File: src/rtl/day1_pkg.sv
// rtl/day1_pkg.sv - shared widths, FSM state type and helpers for the day-1 feed controller
package day1_pkg;

  localparam int VAL_W = 16;
  localparam int IDX_W = 8;
  localparam int PH_W  = 4;

  // A zero value on the datapath bus closes the current elf group.
  localparam logic [VAL_W-1:0] SEP_VAL = '0;

  typedef enum logic [2:0] {
    ST_IDLE   = 3'd0,
    ST_ACCEPT = 3'd1,
    ST_SETUP  = 3'd2,
    ST_STROBE = 3'd3,
    ST_HOLD   = 3'd4,
    ST_DONE   = 3'd5
  } state_e;

  // Counters stick at all-ones instead of wrapping.
  function automatic logic [15:0] sat_inc16(input logic [15:0] v);
    return (&v) ? v : v + 16'd1;
  endfunction

  function automatic logic [7:0] sat_inc8(input logic [7:0] v);
    return (&v) ? v : v + 8'd1;
  endfunction

endpackage

File: src/rtl/day1_strobe_timer.sv
// rtl/day1_strobe_timer.sv - shared phase counter for the SETUP/STROBE/HOLD phases
module day1_strobe_timer
  import day1_pkg::*;
(
  input  logic            clk,
  input  logic            rst_n,
  input  logic            load_i,
  input  logic [PH_W-1:0] len_i,
  output logic            phase_done_o
);

  logic [PH_W-1:0] cnt_q;

  // Reload with length-1 on phase entry, then count down to zero and rest there.
  always_ff @(posedge clk or negedge rst_n) begin
    if (!rst_n) begin
      cnt_q <= '0;
    end else if (load_i) begin
      cnt_q <= len_i - PH_W'(1);
    end else if (cnt_q != '0) begin
      cnt_q <= cnt_q - PH_W'(1);
    end
  end

  // The phase ends on the cycle the counter reads zero.
  assign phase_done_o = (cnt_q == '0);

endmodule

File: src/rtl/day1_feed_ctrl.sv
// rtl/day1_feed_ctrl.sv - day-1 datapath feed sequencer; optional DAY1_FEED_ZERO_COLLAPSE_EN
module day1_feed_ctrl
  import day1_pkg::*;
#(
  parameter int unsigned SETUP_CYC  = 1,
  parameter int unsigned STROBE_CYC = 1,
  parameter int unsigned HOLD_CYC   = 1
) (
  input  logic             clk,
  input  logic             rst_n,
  input  logic             start,
  input  logic             s_valid,
  input  logic [VAL_W-1:0] s_data,
  input  logic             s_last,
  output logic             s_ready,
  output logic [VAL_W-1:0] dp_val,
  output logic             dp_next,
  input  logic [VAL_W-1:0] dp_highest_sum,
  input  logic [IDX_W-1:0] dp_highest_index,
  output logic             busy,
  output logic             done,
  output logic [15:0]      val_count,
  output logic [7:0]       grp_count,
  output logic [VAL_W-1:0] res_sum,
  output logic [IDX_W-1:0] res_index
`ifdef DAY1_FEED_ZERO_COLLAPSE_EN
  ,
  output logic [15:0]      zero_drop_count
`endif
);

  localparam logic [PH_W-1:0] SETUP_LEN  = PH_W'(SETUP_CYC);
  localparam logic [PH_W-1:0] STROBE_LEN = PH_W'(STROBE_CYC);
  localparam logic [PH_W-1:0] HOLD_LEN   = PH_W'(HOLD_CYC);

  state_e           state_q;
  logic [VAL_W-1:0] dp_val_q;
  logic             dp_next_q;
  logic             last_q;
  logic             busy_q;
  logic             done_q;
  logic [15:0]      val_cnt_q;
  logic [7:0]       grp_cnt_q;
  logic [VAL_W-1:0] res_sum_q;
  logic [IDX_W-1:0] res_idx_q;

  logic             xfer;
  logic             drop;
  logic             tmr_load;
  logic [PH_W-1:0]  tmr_len;
  logic             phase_done;

`ifdef DAY1_FEED_ZERO_COLLAPSE_EN
  // Set when the most recently strobed value was a separator (or nothing strobed yet).
  logic             prev_zero_q;
  logic [15:0]      drop_cnt_q;

  assign drop            = xfer && (s_data == SEP_VAL) && prev_zero_q;
  assign zero_drop_count = drop_cnt_q;
`else
  assign drop = 1'b0;
`endif

  assign s_ready   = (state_q == ST_ACCEPT);
  assign xfer      = s_ready && s_valid;
  assign dp_val    = dp_val_q;
  assign dp_next   = dp_next_q;
  assign busy      = busy_q;
  assign done      = done_q;
  assign val_count = val_cnt_q;
  assign grp_count = grp_cnt_q;
  assign res_sum   = res_sum_q;
  assign res_index = res_idx_q;

  // Reload the phase counter on every entry into SETUP, STROBE or HOLD.
  always_comb begin
    tmr_load = 1'b0;
    tmr_len  = SETUP_LEN;
    case (state_q)
      ST_ACCEPT: begin
        if (xfer && !drop) begin
          tmr_load = 1'b1;
          tmr_len  = SETUP_LEN;
        end
      end
      ST_SETUP: begin
        if (phase_done) begin
          tmr_load = 1'b1;
          tmr_len  = STROBE_LEN;
        end
      end
      ST_STROBE: begin
        if (phase_done) begin
          tmr_load = 1'b1;
          tmr_len  = HOLD_LEN;
        end
      end
      ST_HOLD: begin
        if (phase_done && last_q && (dp_val_q != SEP_VAL)) begin
          tmr_load = 1'b1;
          tmr_len  = SETUP_LEN;
        end
      end
      default: ;
    endcase
  end

  day1_strobe_timer u_timer (
    .clk          (clk),
    .rst_n        (rst_n),
    .load_i       (tmr_load),
    .len_i        (tmr_len),
    .phase_done_o (phase_done)
  );

  // Run sequencer: accept a value, present it, strobe it, hold it, flush the last group.
  always_ff @(posedge clk or negedge rst_n) begin
    if (!rst_n) begin
      state_q   <= ST_IDLE;
      dp_val_q  <= '0;
      dp_next_q <= 1'b0;
      last_q    <= 1'b0;
      busy_q    <= 1'b0;
      done_q    <= 1'b0;
      val_cnt_q <= '0;
      grp_cnt_q <= '0;
      res_sum_q <= '0;
      res_idx_q <= '0;
`ifdef DAY1_FEED_ZERO_COLLAPSE_EN
      prev_zero_q <= 1'b1;
      drop_cnt_q  <= '0;
`endif
    end else begin
      case (state_q)
        ST_IDLE, ST_DONE: begin
          if (start) begin
            state_q   <= ST_ACCEPT;
            busy_q    <= 1'b1;
            done_q    <= 1'b0;
            val_cnt_q <= '0;
            grp_cnt_q <= '0;
            res_sum_q <= '0;
            res_idx_q <= '0;
`ifdef DAY1_FEED_ZERO_COLLAPSE_EN
            prev_zero_q <= 1'b1;
            drop_cnt_q  <= '0;
`endif
          end
        end
        ST_ACCEPT: begin
          if (xfer) begin
            if (drop) begin
`ifdef DAY1_FEED_ZERO_COLLAPSE_EN
              drop_cnt_q <= sat_inc16(drop_cnt_q);
`endif
              if (s_last) begin
                state_q   <= ST_DONE;
                busy_q    <= 1'b0;
                done_q    <= 1'b1;
                res_sum_q <= dp_highest_sum;
                res_idx_q <= dp_highest_index;
              end
            end else begin
              dp_val_q <= s_data;
              last_q   <= s_last;
              state_q  <= ST_SETUP;
            end
          end
        end
        ST_SETUP: begin
          if (phase_done) begin
            state_q   <= ST_STROBE;
            dp_next_q <= 1'b1;
            val_cnt_q <= sat_inc16(val_cnt_q);
            if (dp_val_q == SEP_VAL) begin
              grp_cnt_q <= sat_inc8(grp_cnt_q);
            end
`ifdef DAY1_FEED_ZERO_COLLAPSE_EN
            prev_zero_q <= (dp_val_q == SEP_VAL);
`endif
          end
        end
        ST_STROBE: begin
          if (phase_done) begin
            state_q   <= ST_HOLD;
            dp_next_q <= 1'b0;
          end
        end
        ST_HOLD: begin
          if (phase_done) begin
            if (!last_q) begin
              state_q <= ST_ACCEPT;
            end else if (dp_val_q != SEP_VAL) begin
              // Close the final group with an inserted separator.
              dp_val_q <= SEP_VAL;
              state_q  <= ST_SETUP;
            end else begin
              state_q   <= ST_DONE;
              busy_q    <= 1'b0;
              done_q    <= 1'b1;
              res_sum_q <= dp_highest_sum;
              res_idx_q <= dp_highest_index;
            end
          end
        end
        default: begin
          state_q <= ST_IDLE;
        end
      endcase
    end
  end

endmodule

File: config.mk
export PLATFORM = sky130hd
export DESIGN_NAME = day1_feed_ctrl
export DESIGN_NICKNAME = d
export VERILOG_FILES = /design/src/rtl/day1_pkg.sv /design/src/rtl/day1_strobe_timer.sv /design/src/rtl/day1_feed_ctrl.sv
export SDC_FILE = /design/constraint.sdc
export NUM_CORES = 1
export LEC_CHECK = 0
export ABC_AREA = 1
export BUFFER_PORTS_ARGS = -buffer_cell sky130_fd_sc_hd__buf_2
export CAP_MARGIN = 0
export CORE_MARGIN = 1
export CORE_UTILIZATION = 45
export CTS_CLUSTER_DIAMETER = 80
export DETAILED_ROUTE_END_ITERATION = 7
export MAX_ROUTING_LAYER = met4
export PLACE_DENSITY = 0.72
export SETUP_SLACK_MARGIN = 0.05
export SYNTH_ARGS = -nofsm -noshare
export SYNTH_HDL_FRONTEND = slang
export SYNTH_HIERARCHICAL = 1
export SYNTH_SLANG_ARGS = --single-unit
File: constraint.sdc
create_clock -name clk -period 2.65 [get_ports clk]
set_input_delay 0.3975 -clock clk [delete_from_list [all_inputs] [get_ports clk]]
set_output_delay 0.3975 -clock clk [all_outputs]
set_load 0.02 [all_outputs]
After elaboration in Yosys (flattened, before gate mapping). Cells that the tools add are included. W data, S select, Z words.

Bits in writable memories: 0. Bits in latches: 0. Register bits after elaboration: 75. Word-level logic and storage cells: 103. Memories kept: 0. Bits of input ports: 45. Bits in read-only memories: 0.

Eq/ne operators: 16. Bitwise logic cells: 0. Reduce and logical (&&, ||, !) cells: 24. $lt $le $gt $ge: 0. Div/mod/pow operators: 0. $add $sub $neg: 3. Multiply operators: 0. Shifts and indexed selects: 0. Muxes and demuxes: 49.

Operators with widths (count): $mux W16 (10); $pmux W16 S2 (3); $mux W8 (7); $pmux W8 S2 (2); $mux W3 (7); $ne A2 B2 Y1 const B (10); $reduce_and A5 Y1 (4); $add A16 B1 Y16 const B (1); $logic_not A16 Y1 (1); $reduce_and A16 Y1 (1); $reduce_bool A16 Y1 (1); $pmux W3 S5 (1); $mux W1 (13); $reduce_bool A2 Y1 (5); $add A8 B1 Y8 const B (1); $mux W4 (2); $reduce_and A8 Y1 (1); $eq A3 B2 Y1 const B (2); $eq A3 B3 Y1 const B (2); $pmux W1 S2 (3); $logic_not A4 Y1 (1); $reduce_and A4 Y1 (1); $reduce_bool A4 Y1 (1); $reduce_or A2 Y1 (2); other kinds (8) (10).

Longest topological paths before layout. Gate-level depths: netlist (run 1).

Depth after elaboration: 6. Gate-level depth with buffers: 15. Mapped depth without buffers: 13.

Modules after synthesis. The synthesis (run 1) kept the hierarchy.

By module, submodules not included: day1_feed_ctrl (cells each 488, area each 3703.6 um2, sequential area each 1776.7 um2, times used 1); day1_strobe_timer (cells each 49, area each 315.3 um2, sequential area each 100.1 um2, times used 1).

Worst setup path after synthesis (run 1). Ideal clock, no wire load.

Kind: register -> register. Start: register state_q[0]. End: register u_timer.cnt_q[2]. Path slack: 345 ps. Path buffers: 3. Stages on the path, launching flop included: 13. Arrival time: 2228 ps. Required time: 2572 ps. Setup time: 78 ps. Period minus slack after synthesis: 2305 ps. Path through: dfrtp_1 buf_2 nor3_4 nand4_1 buf_2 o211ai_1 buf_6 inv_6 nand2_1 nand2_1 ha_1 or2_0 a21boi_1.

Cells in the longest elaborated chain, start to end: 5. Elaborated cells on any way between the ends: 10. Those cells by class: eq/ne: 4; mux: 3; reduce/logical: 3.

RTL lines: start: declaration (RTL line day1_feed_ctrl.sv:36) `state_e state_q;`; start signal: assignment (RTL line day1_feed_ctrl.sv:119) `state_q <= ST_IDLE;`; start signal: assignment (RTL line day1_feed_ctrl.sv:137) `state_q <= ST_ACCEPT;`; start signal: assignment (RTL line day1_feed_ctrl.sv:157) `state_q <= ST_DONE;`; $eq A3 B1 Y1 (RTL line day1_feed_ctrl.sv:64, day1_feed_ctrl.sv:79); $logic_and A1 B1 Y1 (RTL line day1_feed_ctrl.sv:65) `assign xfer = s_ready && s_valid;`; $mux W1 (RTL line day1_feed_ctrl.sv:81) `if (xfer && !drop) begin`; $pmux W1 S3 * (RTL line day1_feed_ctrl.sv:79) `case (state_q)`; via tmr_load (RTL line day1_feed_ctrl.sv:49) `logic tmr_load;`; $mux W4 / $reduce_bool A2 Y1 (equally long branches); end signal: assignment (RTL line day1_strobe_timer.sv:19) `cnt_q <= len_i - PH_W'(1);`; end signal: assignment (RTL line day1_strobe_timer.sv:21) `cnt_q <= cnt_q - PH_W'(1);`; end: declaration (RTL line day1_strobe_timer.sv:12) `logic [PH_W-1:0] cnt_q;`.

Mark *: on every way through the listed nets, which the timed path passes. The rest lies on a longest branch. A chain may end at the register's enable or synchronous reset.

Final worst setup path (run 1). Same ends and word-level chain as after synthesis.

==> reports/metrics.csv, run 1 <==
stage,metric,value,unit
clocking,"Reg clk slew, reported paths",90,ps
run,max_cap viols,0,
pwr,Logic pwr share,0.424,
die,Die ar.,0.00931,mm^2
placement,I/O Buffers,112,
hold_path,min-delay worst type,in2reg,
global_routing,pin count of the biggest net entering global routing,61,
timing,final setup violation count,0,
pwr,Worst VDD drop,0.000652,V
synthesis,Netlist Area Pre-Place,0.00402,mm^2
cells_and_area,n_diodes,0,
drt,total number of vias,3902,
setup_path,crit end category,flop,
pwr,Reg power frac,0.340,
synthesis,post-synthesis register bit count,75,
setup_path,worst-path fanout max,17,
pwr,internal power,2.58,mW
setup_path,Worst EP required,2910,ps
cells_and_area,layout cells sized above 1,0.241,
clocking,H-tree depth,3,
pwr,Leakage,2.73,nW
hold_path,worst hold path cell count,3,
timing,Rel. slew slack,0.630,
synthesis,Yosys top cell area share,0.467,
synthesis,Yosys warning count,6,
timing,"Period Utilization, post-route",0.875,
synthesis,Synth async-reset ratio,1.00,
global_routing,all-layer global routing usage,0.225,
timing,Pins Over Slew Limit,0,
timing,total negative slack,0,ps
clocking,clock sinks,75,
synthesis,largest area contributor in the netlist,dfrtp_1,
setup_path,Critical Path Max Stage Delay,580,ps
setup_path,Crit path top cell by count,nand2_1,
timing,Tmin final,2320,ps
cells_and_area,Sequential Area,0.00188,mm^2
setup_path,Crit Path Class,reg2reg,
synthesis,number of flops mapped to enable cells by yosys,0,
clocking,TritonCTS Buffers,9,
synthesis,post-synthesis instance total,537,
synthesis,Unique masters post-synth,34,
pwr,total power,4.58,mW
drt,First-pass DRT Iterations,4,
timing,Max Clock Skew,13.4,ps
timing,Worst-Margin Slew,555,ps
die,die width,96.5,um
synthesis,Main synth FF type,dfrtp_1,
placement,hpwl dp,7030,um
global_routing,antenna violations before repair,0,
synthesis,Mean Syn Cell Area,7.48,um^2
drt,Antenna Nets Post-Route,0,
clocking,CTS resizes,0,
pwr,Clk pwr share,0.236,
die,core area,0.00868,mm^2
timing,fmax,0.431,GHz
placement,Routability Congestion,0.897,
drt,total wire length,9770,um
timing,RSZ-0062 raised after global routing,no,
cells_and_area,area of the multi-input gates,0.00190,mm^2
die,Initial Utilization,0.463,
cells_and_area,Fillers,850,
global_routing,vias in the first global route,3528,
setup_path,Slowest cell on crit path,dfrtp_1,
setup_path,Reg2Reg Depth,11,
global_routing,first-pass GRT wire length,15900,um
pwr,Cell Pwr Density,926,mW/mm^2
clocking,largest buffer count on any clock path,2,
die,Rows,34,
die,Die Ht,96.5,um
drt,vias per cell,5.08,
setup_path,CP Cell Sequence,nand3_1 -> nor2_2 -> inv_2 -> o211ai_1 -> buf_4 -> inv_6 -> nand2_1 -> nand2_1 -> ha_1 -> or2_0 -> a21boi_1,
setup_path,startpoint class of the critical path,flop,
cells_and_area,synthesis-to-finish area growth,23.2,%
drt,drt drc,0,
drt,Routed WL per cell,12.7,um
clocking,CTS tree,done,
clocking,root buf cell,clkbuf_8,
die,num ports,113,
synthesis,Synth area leaders,"dfrtp_1 (47%), nand2_1 (18%), nand3_1 (11%), nor2_1 (4.8%), inv_1 (3.3%)",
cells_and_area,Final nets,703,
run_status,outcome,completed,
global_routing,grt ovf,0,
synthesis,register area share after synthesis,0.467,
setup_path,crit path DAT,2580,ps
clocking,Skew-Pair Late Insertion Delay,350,ps
drt,DR iter-0 viols,202,
pwr,Sw Share,0.437,
timing,Final Hold Vio Count,0,
pwr,NetSw,2.00,mW
## final cells by class
cell class | count | share of cell area
Timing Repair Buffer | 119 | 0.127
Tap cell | 108 | 0.0273
Multi-Input combinational cell | 408 | 0.383
Clock buffer | 10 | 0.0278
Sequential cell | 75 | 0.379
Clock inverter | 6 | 0.0225
Inverter | 42 | 0.0329
## critical path: cells and delay by family, from the launching register on
kind / cells / cell delay, ps
adder cells (fa/ha/maj): 1 / 200
flip-flops: 1 / 580
AND/OR/NAND/NOR: 5 / 770
buffers and inverters: 3 / 400
AO/OA/AOI/OAI: 2 / 270
## flip-flops by register name, indices dropped and copies added (netlist names)
signal	cells
dp_val	16
done	1
val_count	16
last_q	1
grp_count	8
res_index	8
busy	1
dp_next	1
u_timer/cnt_q	4
state_q	3
res_sum	16
## timing repair
action / in CTS / in global routing
hold buffers: 1 / 0
buffers inserted: 0 / 2
endpoints found under the setup margin: 0 / 1
hold endpoints to repair: 15 / 0
## cell usage after synthesis (2+ instances only)
cell / instances
nand2_1: 196
conb_1: 2
nand2_4: 5
nand4_1: 6
buf_4: 3
buf_2: 8
o21ai_2: 4
ha_1: 3
nand3b_1: 3
inv_2: 6
nor2_2: 3
clkbuf_1: 2
nand3_2: 2
dfrtp_1: 75
a21oi_1: 5
nor2_8: 2
xor2_1: 5
inv_1: 35
nand3_1: 91
buf_6: 2
nor2_1: 51
o21ai_0: 15
nor3_1: 2
## cell families after synthesis
family / count (synthesis) / share of synthesized area
AOI/OAI and AO/OA: 28 / 0.0405
xor gates and xnor gates: 6 / 0.0131
adders and majority gates: 3 / 0.00934
buffers and inverters: 58 / 0.0644
DFF: 75 / 0.467
other: 2 / 0.00187
and+or+nand+nor: 365 / 0.404
## per-layer routing
metal	share of wire	vias up	track usage
li1	-	1944	-
met1	0.43	1845	0.277
met2	0.50	103	0.380
met3	0.051	10	0.0423
met4	0.0099	0	0.0613
met5	0	-	-
## final timing paths
path / startpoint / to / slack [ps]
worst min register to register: res_index[1]$_DFFE_PN0P_ / res_index[1]$_DFFE_PN0P_ / 470
worst min-delay path: dp_highest_index[1] / res_index[1]$_DFFE_PN0P_ / 280
worst max-delay path: state_q[0]$_DFFE_PN0P_ / u_timer/cnt_q[2]$_DFFE_PN0P_ / 330
max in group asynchronous: rst_n / grp_count[3]$_DFFE_PN0P_ / 1470
min in group asynchronous: rst_n / res_sum[7]$_DFFE_PN0P_ / 510
worst max register to register: state_q[0]$_DFFE_PN0P_ / u_timer/cnt_q[2]$_DFFE_PN0P_ / 330
## power groups by stage
stage / clock network, mW / logic, mW / registers (mW)
floorplan: 0 / 1.31 / 1.72
global placement: 0 / 1.90 / 1.56
detailed placement: 0 / 1.94 / 1.58
CTS: 1.10 / 1.94 / 1.55
global route: 1.15 / 2.18 / 1.59
finish: 1.08 / 1.94 / 1.56
## cell usage in the layout (no fill, tap or decap), types with 5 or more instances in the layout
| cell | Yosys | layout |
|---|---|---|
| nand2_1 | 196 | 196 |
| buf_2 | 8 | 112 |
| nand3_1 | 91 | 91 |
| dfrtp_1 | 75 | 75 |
| nor2_1 | 51 | 51 |
| inv_1 | 35 | 35 |
| o21ai_0 | 15 | 15 |
| clkbuf_8 | 0 | 10 |
| inv_2 | 6 | 6 |
| nand4_1 | 6 | 6 |
| conb_1 | 2 | 6 |
| nand2_4 | 5 | 5 |
| xor2_1 | 5 | 5 |
| a21oi_1 | 5 | 5 |
| buf_4 | 3 | 5 |
## metrics by stage
step                      utilization  area, um^2  setup WS, ps  hold WS (ps)  instances
after floorplan                     -        4030           345           102        541
after global placement          0.539        4680           382           346        749
after detailed placement        0.539        4680           229           359        749
after CTS                       0.569        4930           200           274        766
after global routing            0.570        4950           162           287        768
final                           0.570        4950           330           279        768
(Power assumes the default switching activity.)
==> run 2, diff against run 1 <==
PLACE_DENSITY = 0.7   (was 0.72)
SKIP_CTS_REPAIR_TIMING = 1   (was unset)
==> run 2 against run 1 <==
  * Largest power group unchanged
  * Utilization decreased by 0.40 points
  * Critical path depth shrank 1
  * Non-clock buffer count fell by 3
  * Clock power is essentially flat
  * Largest cell class unchanged
  * Combinational power decreased by 2%
  * Sequential power is essentially flat
  * Worst hold slack worse by 99 ps
==> reports/metrics.csv, run 2 (synthesized netlist as in run 1, its figures left out) <==
stage,metric,value,unit,change
timing,Rel. slew slack,0.363,,-0.266
cells_and_area,most frequent cells in the layout,"nand2_1 (196), buf_2 (111), nand3_1 (91)",,
clocking,CTS tree,done,,
die,Die Ht,96.5,um,unchanged
clocking,H-tree depth,3,,unchanged
setup_path,Worst EP required,2920,ps,about the same
timing,Tmin final,2380,ps,+64.3 ps
drt,total wire length,9400,um,-3.8%
clocking,"Reg clk slew, reported paths",80,ps,about the same
pwr,total power,4.55,mW,-0.64%
timing,Max Clock Skew,12.7,ps,-0.684 ps
drt,drt drc,0,,unchanged
global_routing,antenna violations before repair,0,,unchanged
cells_and_area,synthesis-to-finish area growth,22.3,%,
drt,total number of vias,3813,,-2.3%
timing,final hold slack,179,ps,-99.4 ps
setup_path,Crit Path Class,reg2reg,,
run_status,outcome,completed,,
setup_path,Reg2Reg Depth,10,,-1
clocking,TritonCTS Buffers,9,,unchanged
timing,Final Hold Vio Count,0,,unchanged
die,Die ar.,0.00931,mm^2,unchanged
timing,fmax,0.419,GHz,-2.7%
placement,Routability Congestion,0.840,,-6.4%
cells_and_area,fin area,0.00491,mm^2,-0.71%
timing,final setup violation count,0,,unchanged
placement,hpwl dp,6600,um,-6.2%
die,core area,0.00868,mm^2,unchanged
global_routing,all-layer global routing usage,0.222,,-0.00274
die,die width,96.5,um,unchanged
drt,DR iter-0 viols,194,,-4.0%
timing,"Period Utilization, post-route",0.900,,+0.0243
setup_path,worst-path fanout max,17,,unchanged
timing,RSZ-0062 raised after global routing,no,,
drt,vias per cell,4.98,,-1.9%
setup_path,worst r2r dst,u_timer/cnt_q[2]$_DFFE_PN0P_,,
placement,placed inst area,0.00467,mm^2,-0.21%
global_routing,vias in the first global route,3494,,-0.96%
cells_and_area,layout cells sized above 1,0.239,,-0.00194
timing,setup slack after layout,266,ps,-64.3 ps
cells_and_area,"most common cell after layout, fill and taps aside",nand2_1,,
cells_and_area,n_diodes,0,,unchanged
placement,I/O Buffers,112,,unchanged
global_routing,first-pass GRT wire length,15700,um,-1.2%
die,Rows,34,,unchanged
clocking,clock sinks,75,,unchanged
die,Initial Utilization,0.463,,unchanged
hold_path,min-delay worst type,in2async,,
global_routing,pin count of the biggest net entering global routing,76,,+25%
die,num ports,113,,unchanged
cells_and_area,Sequential Area,0.00188,mm^2,unchanged
setup_path,R2R setup slack,270,ps,-60 ps
timing,Pins Over Slew Limit,0,,unchanged
setup_path,startpoint class of the critical path,flop,,
pwr,Worst VDD drop,0.000530,V,-19%
timing,Worst-Margin Slew,955,ps,+400 ps
placement,Post-Place Setup Slack,274,ps,+45.2 ps
setup_path,crit path DAT,2660,ps,+80 ps
drt,Routed WL per cell,12.3,um,-3.5%
setup_path,crit end category,flop,,
cells_and_area,Final nets,700,,-0.43%
cells_and_area,Fillers,817,,-3.9%
global_routing,grt ovf,0,,unchanged
cells_and_area,area of the multi-input gates,0.00190,mm^2,unchanged
clocking,Skew-Pair Late Insertion Delay,350,ps,about the same
drt,Antenna Nets Post-Route,0,,unchanged
run,max_cap viols,0,,unchanged
pwr,Cell Pwr Density,926,mW/mm^2,about the same
clocking,largest buffer count on any clock path,2,,unchanged
clocking,root buf cell,clkbuf_8,,
setup_path,Critical R2R Launch,state_q[0]$_DFFE_PN0P_,,
timing,total negative slack,0,ps,unchanged
pwr,Leakage,2.72,nW,-0.66%
drt,First-pass DRT Iterations,4,,unchanged
run 2: changes by cell type in the layout (fill, tap and decap cells not counted), sizes merged:
cell and change:
dlygate4sd3 -1, buf -2
run 2: critical path: stages, from the launching register on:
cell,delay [ps]
dfrtp_1,570
nand3_1,220
nor2_2,160
inv_2,150
o211ai_1,400
inv_6,80
nand2_1,100
nand2_1,70
ha_1,210
or2_0,210
a21boi_1,130
run 2: worst max-delay path by stage:
stage	slack [ps]	to	cells after the start	from
after floorplan	340	u_timer/cnt_q[2]$_DFFE_PN0P_	12	state_q[0]$_DFFE_PN0P_
after global placement	370	u_timer/cnt_q[2]$_DFFE_PN0P_	10	state_q[0]$_DFFE_PN0P_
after detailed placement	270	u_timer/cnt_q[2]$_DFFE_PN0P_	10	state_q[0]$_DFFE_PN0P_
after CTS	260	u_timer/cnt_q[2]$_DFFE_PN0P_	10	state_q[0]$_DFFE_PN0P_
after global routing	50	u_timer/cnt_q[2]$_DFFE_PN0P_	11	u_timer/cnt_q[2]$_DFFE_PN0P_
final	270	u_timer/cnt_q[2]$_DFFE_PN0P_	10	state_q[0]$_DFFE_PN0P_
run 2: final cells by class:
| type | count | area share |
|---|---|---|
| multi-input combinational | 408 | 0.386 |
| clock buffer | 10 | 0.0280 |
| inverter | 42 | 0.0331 |
| timing repair buffer | 116 | 0.121 |
| clock inverter | 6 | 0.0227 |
| sequential | 75 | 0.382 |
| tap | 108 | 0.0275 |
run 2: routing by layer:
layer,share of wire,GRT usage
met5,0,-
met2,0.50,0.372
met1,0.46,0.277
met4,0.0051,0.0650
met3,0.032,0.0376
run 2: report_power, final:
part           switching, mW  internal [mW]  leakage [nW]  total, mW
clock                  0.440          0.653         0.123       1.09
sequential             0.198           1.36          1.01       1.56
combinational           1.35          0.547          1.59       1.90
total                   1.99           2.56          2.72       4.55
run 2: stage by stage:
step                cells  utilization
floorplan             541            -
global placement      749        0.538
detailed placement    749        0.538
CTS                   765        0.566
global route          765        0.566
finish                765        0.566
==> run 3, diff against run 2 <==
CORE_UTILIZATION = 30   (was 45)
PLACE_DENSITY = unset   (was 0.7)
==> run 3 against run 2 <==
  * Global-route usage shrank 6.2 points
  * Combinational power barely moved
  * Count of clock-buffer cells in the layout is 1 higher
  * Via count up 0.55%
  * Worst setup slack better by 140 ps
  * Final cell count increased by 8.4%
  * Sequential share of layout area shrank 1.4 points
  * Largest cell class unchanged
  * Highest routed layer unchanged
==> reports/metrics.csv, run 3 (synthesized netlist as in run 1, its figures left out) <==
stage,metric,value,unit,change
pwr,Clk pwr share,0.291,,+0.051
setup_path,startpoint class of the critical path,flop,,
pwr,Leakage,2.77,nW,+1.9%
drt,First-pass DRT Iterations,5,,+1
timing,RSZ-0062 raised after global routing,no,,
cells_and_area,synthesis-to-finish area growth,27.0,%,
timing,total negative slack,0,ps,unchanged
cells_and_area,layout cells sized above 1,0.239,,unchanged
drt,total wire length,10300,um,+9.6%
die,core area,0.0128,mm^2,+48%
cells_and_area,fin cells,829,,+8.4%
pwr,Sw Share,0.414,,-0.0237
timing,Pins Over Slew Limit,0,,unchanged
pwr,Reg power frac,0.317,,-0.025
clocking,H-tree depth,3,,unchanged
timing,Max Clock Skew,5.87,ps,-6.88 ps
drt,Routed WL per cell,12.4,um,+1.1%
pwr,Worst VDD drop,0.000387,V,-27%
setup_path,Crit Path Class,reg2reg,,
global_routing,vias in the first global route,3623,,+3.7%
placement,Routability Congestion,0.894,,+6.4%
die,die width,118,um,+22%
drt,total number of vias,3834,,+0.55%
placement,hpwl dp,7310,um,+11%
cells_and_area,most frequent cells in the layout,"nand2_1 (196), buf_2 (111), nand3_1 (91)",,
run_status,outcome,completed,,
clocking,largest buffer count on any clock path,2,,unchanged
setup_path,Worst EP required,2910,ps,about the same
run,max_cap viols,0,,unchanged
clocking,"Reg clk slew, reported paths",60,ps,-20 ps
cells_and_area,utilization after layout,0.398,,-0.168
timing,Final Hold Vio Count,0,,unchanged
timing,fmax,0.446,GHz,+6.3%
global_routing,grt ovf,0,,unchanged
drt,drt drc,0,,unchanged
global_routing,first-pass GRT wire length,17300,um,+10%
timing,"Period Utilization, post-route",0.847,,-0.0530
timing,Worst-Margin Slew,966,ps,+10.1 ps
cells_and_area,Fillers,1326,,+62%
global_routing,antenna violations before repair,0,,unchanged
timing,final setup violation count,0,,unchanged
die,Die Ht,118,um,+22%
placement,Post-Place Setup Slack,264,ps,-10.5 ps
die,Initial Utilization,0.313,,-0.150
cells_and_area,"most common cell after layout, fill and taps aside",nand2_1,,
clocking,root buf cell,clkbuf_16,,
clocking,TritonCTS Buffers,9,,unchanged
setup_path,crit path DAT,2510,ps,-150 ps
die,Die ar.,0.0139,mm^2,+49%
clocking,CTS tree,done,,
hold_path,min-delay worst type,in2async,,
pwr,NetSw,2.04,mW,+2.4%
timing,Rel. slew slack,0.356,,-0.00671
clocking,Skew-Pair Late Insertion Delay,340,ps,about the same
cells_and_area,n_diodes,0,,unchanged
drt,Antenna Nets Post-Route,0,,unchanged
setup_path,crit end category,flop,,
timing,Tmin final,2240,ps,-141 ps
placement,Placed Cells,812,,+8.4%
drt,DR iter-0 viols,174,,-10%
pwr,Logic pwr share,0.392,,-0.025
pwr,Cell Pwr Density,966,mW/mm^2,+4.3%
cells_and_area,Final nets,701,,+0.14%
setup_path,worst-path fanout max,17,,unchanged
die,num ports,113,,unchanged
clocking,clock sinks,75,,unchanged
drt,vias per cell,4.62,,-7.2%
timing,setup slack after layout,406,ps,+141 ps
die,Rows,41,,+21%
placement,I/O Buffers,112,,unchanged
global_routing,pin count of the biggest net entering global routing,76,,unchanged
global_routing,all-layer global routing usage,0.160,,-0.0620
pwr,internal power,2.89,mW,+13%
==> run 3: cell types whose count changed in the layout (fill, tap and decap cells not counted) <==
cell       before  now
clkbuf_16       0    9
clkbuf_8       10    2
buf_4           5    6
clkinv_2        1    0
inv_6           2    1
==> run 3: stage by stage <==
step,hold slack [ps],cell area (um^2),power (mW)
after floorplan,102,4030,3.03
after global placement,448,4740,3.48
after detailed placement,457,4740,3.51
after CTS,256,5090,4.98
after global routing,292,5100,5.30
final,212,5100,4.93
==> run 3: area by class of cell <==
class,count,area (um^2),share of cell area
Timing Repair Buffer,117,601,0.118
Multi-Input combinational cell,408,1900,0.372
Sequential cell,75,1880,0.368
Clock buffer,11,253,0.0495
Clock inverter,4,97.6,0.0191
Inverter,42,163,0.0319
Tap cell,172,215,0.0422
==> run 3: power by group through the flow <==
stage	combinational, mW	sequential, mW	clock [mW]
2_1_floorplan	1.31	1.72	0
3_3_place_gp	1.91	1.56	0
3_5_place_dp	1.93	1.58	0
4_1_cts	1.94	1.56	1.48
5_1_grt	2.18	1.59	1.53
6_report	1.93	1.56	1.43
==> run 3: metal layers <==
layer	track usage	vias up	wire length [um]
met2	0.251	95	4920
met3	0.0344	15	457
met5	-	-	0
li1	-	1943	-
met1	0.198	1781	4720
met4	0.0737	0	193
==> run 3: worst paths after layout <==
check / start / endpoint / slack [ps] / depth (start not counted)
worst min register to register: res_sum[4]$_DFFE_PN0P_ / res_sum[4]$_DFFE_PN0P_ / 470 / 2
max in group asynchronous: rst_n / res_index[4]$_DFFE_PN0P_ / 1810 / 1
min in group clk: dp_highest_sum[3] / res_sum[3]$_DFFE_PN0P_ / 290 / 3
worst max-delay path: state_q[0]$_DFFE_PN0P_ / u_timer/cnt_q[2]$_DFFE_PN0P_ / 410 / 11
worst max register to register: state_q[0]$_DFFE_PN0P_ / u_timer/cnt_q[2]$_DFFE_PN0P_ / 410 / 11
worst min-delay path: rst_n / grp_count[6]$_DFFE_PN0P_ / 210 / 1
==> run 3: critical path: stages (launching register included) <==
cell,delay (ps)
dfrtp_1,570
nand3_1,220
nor2_2,160
inv_2,150
o211ai_1,130
buf_4,200
inv_6,50
nand2_1,50
nand2_1,70
ha_1,210
or2_0,220
a21boi_1,140
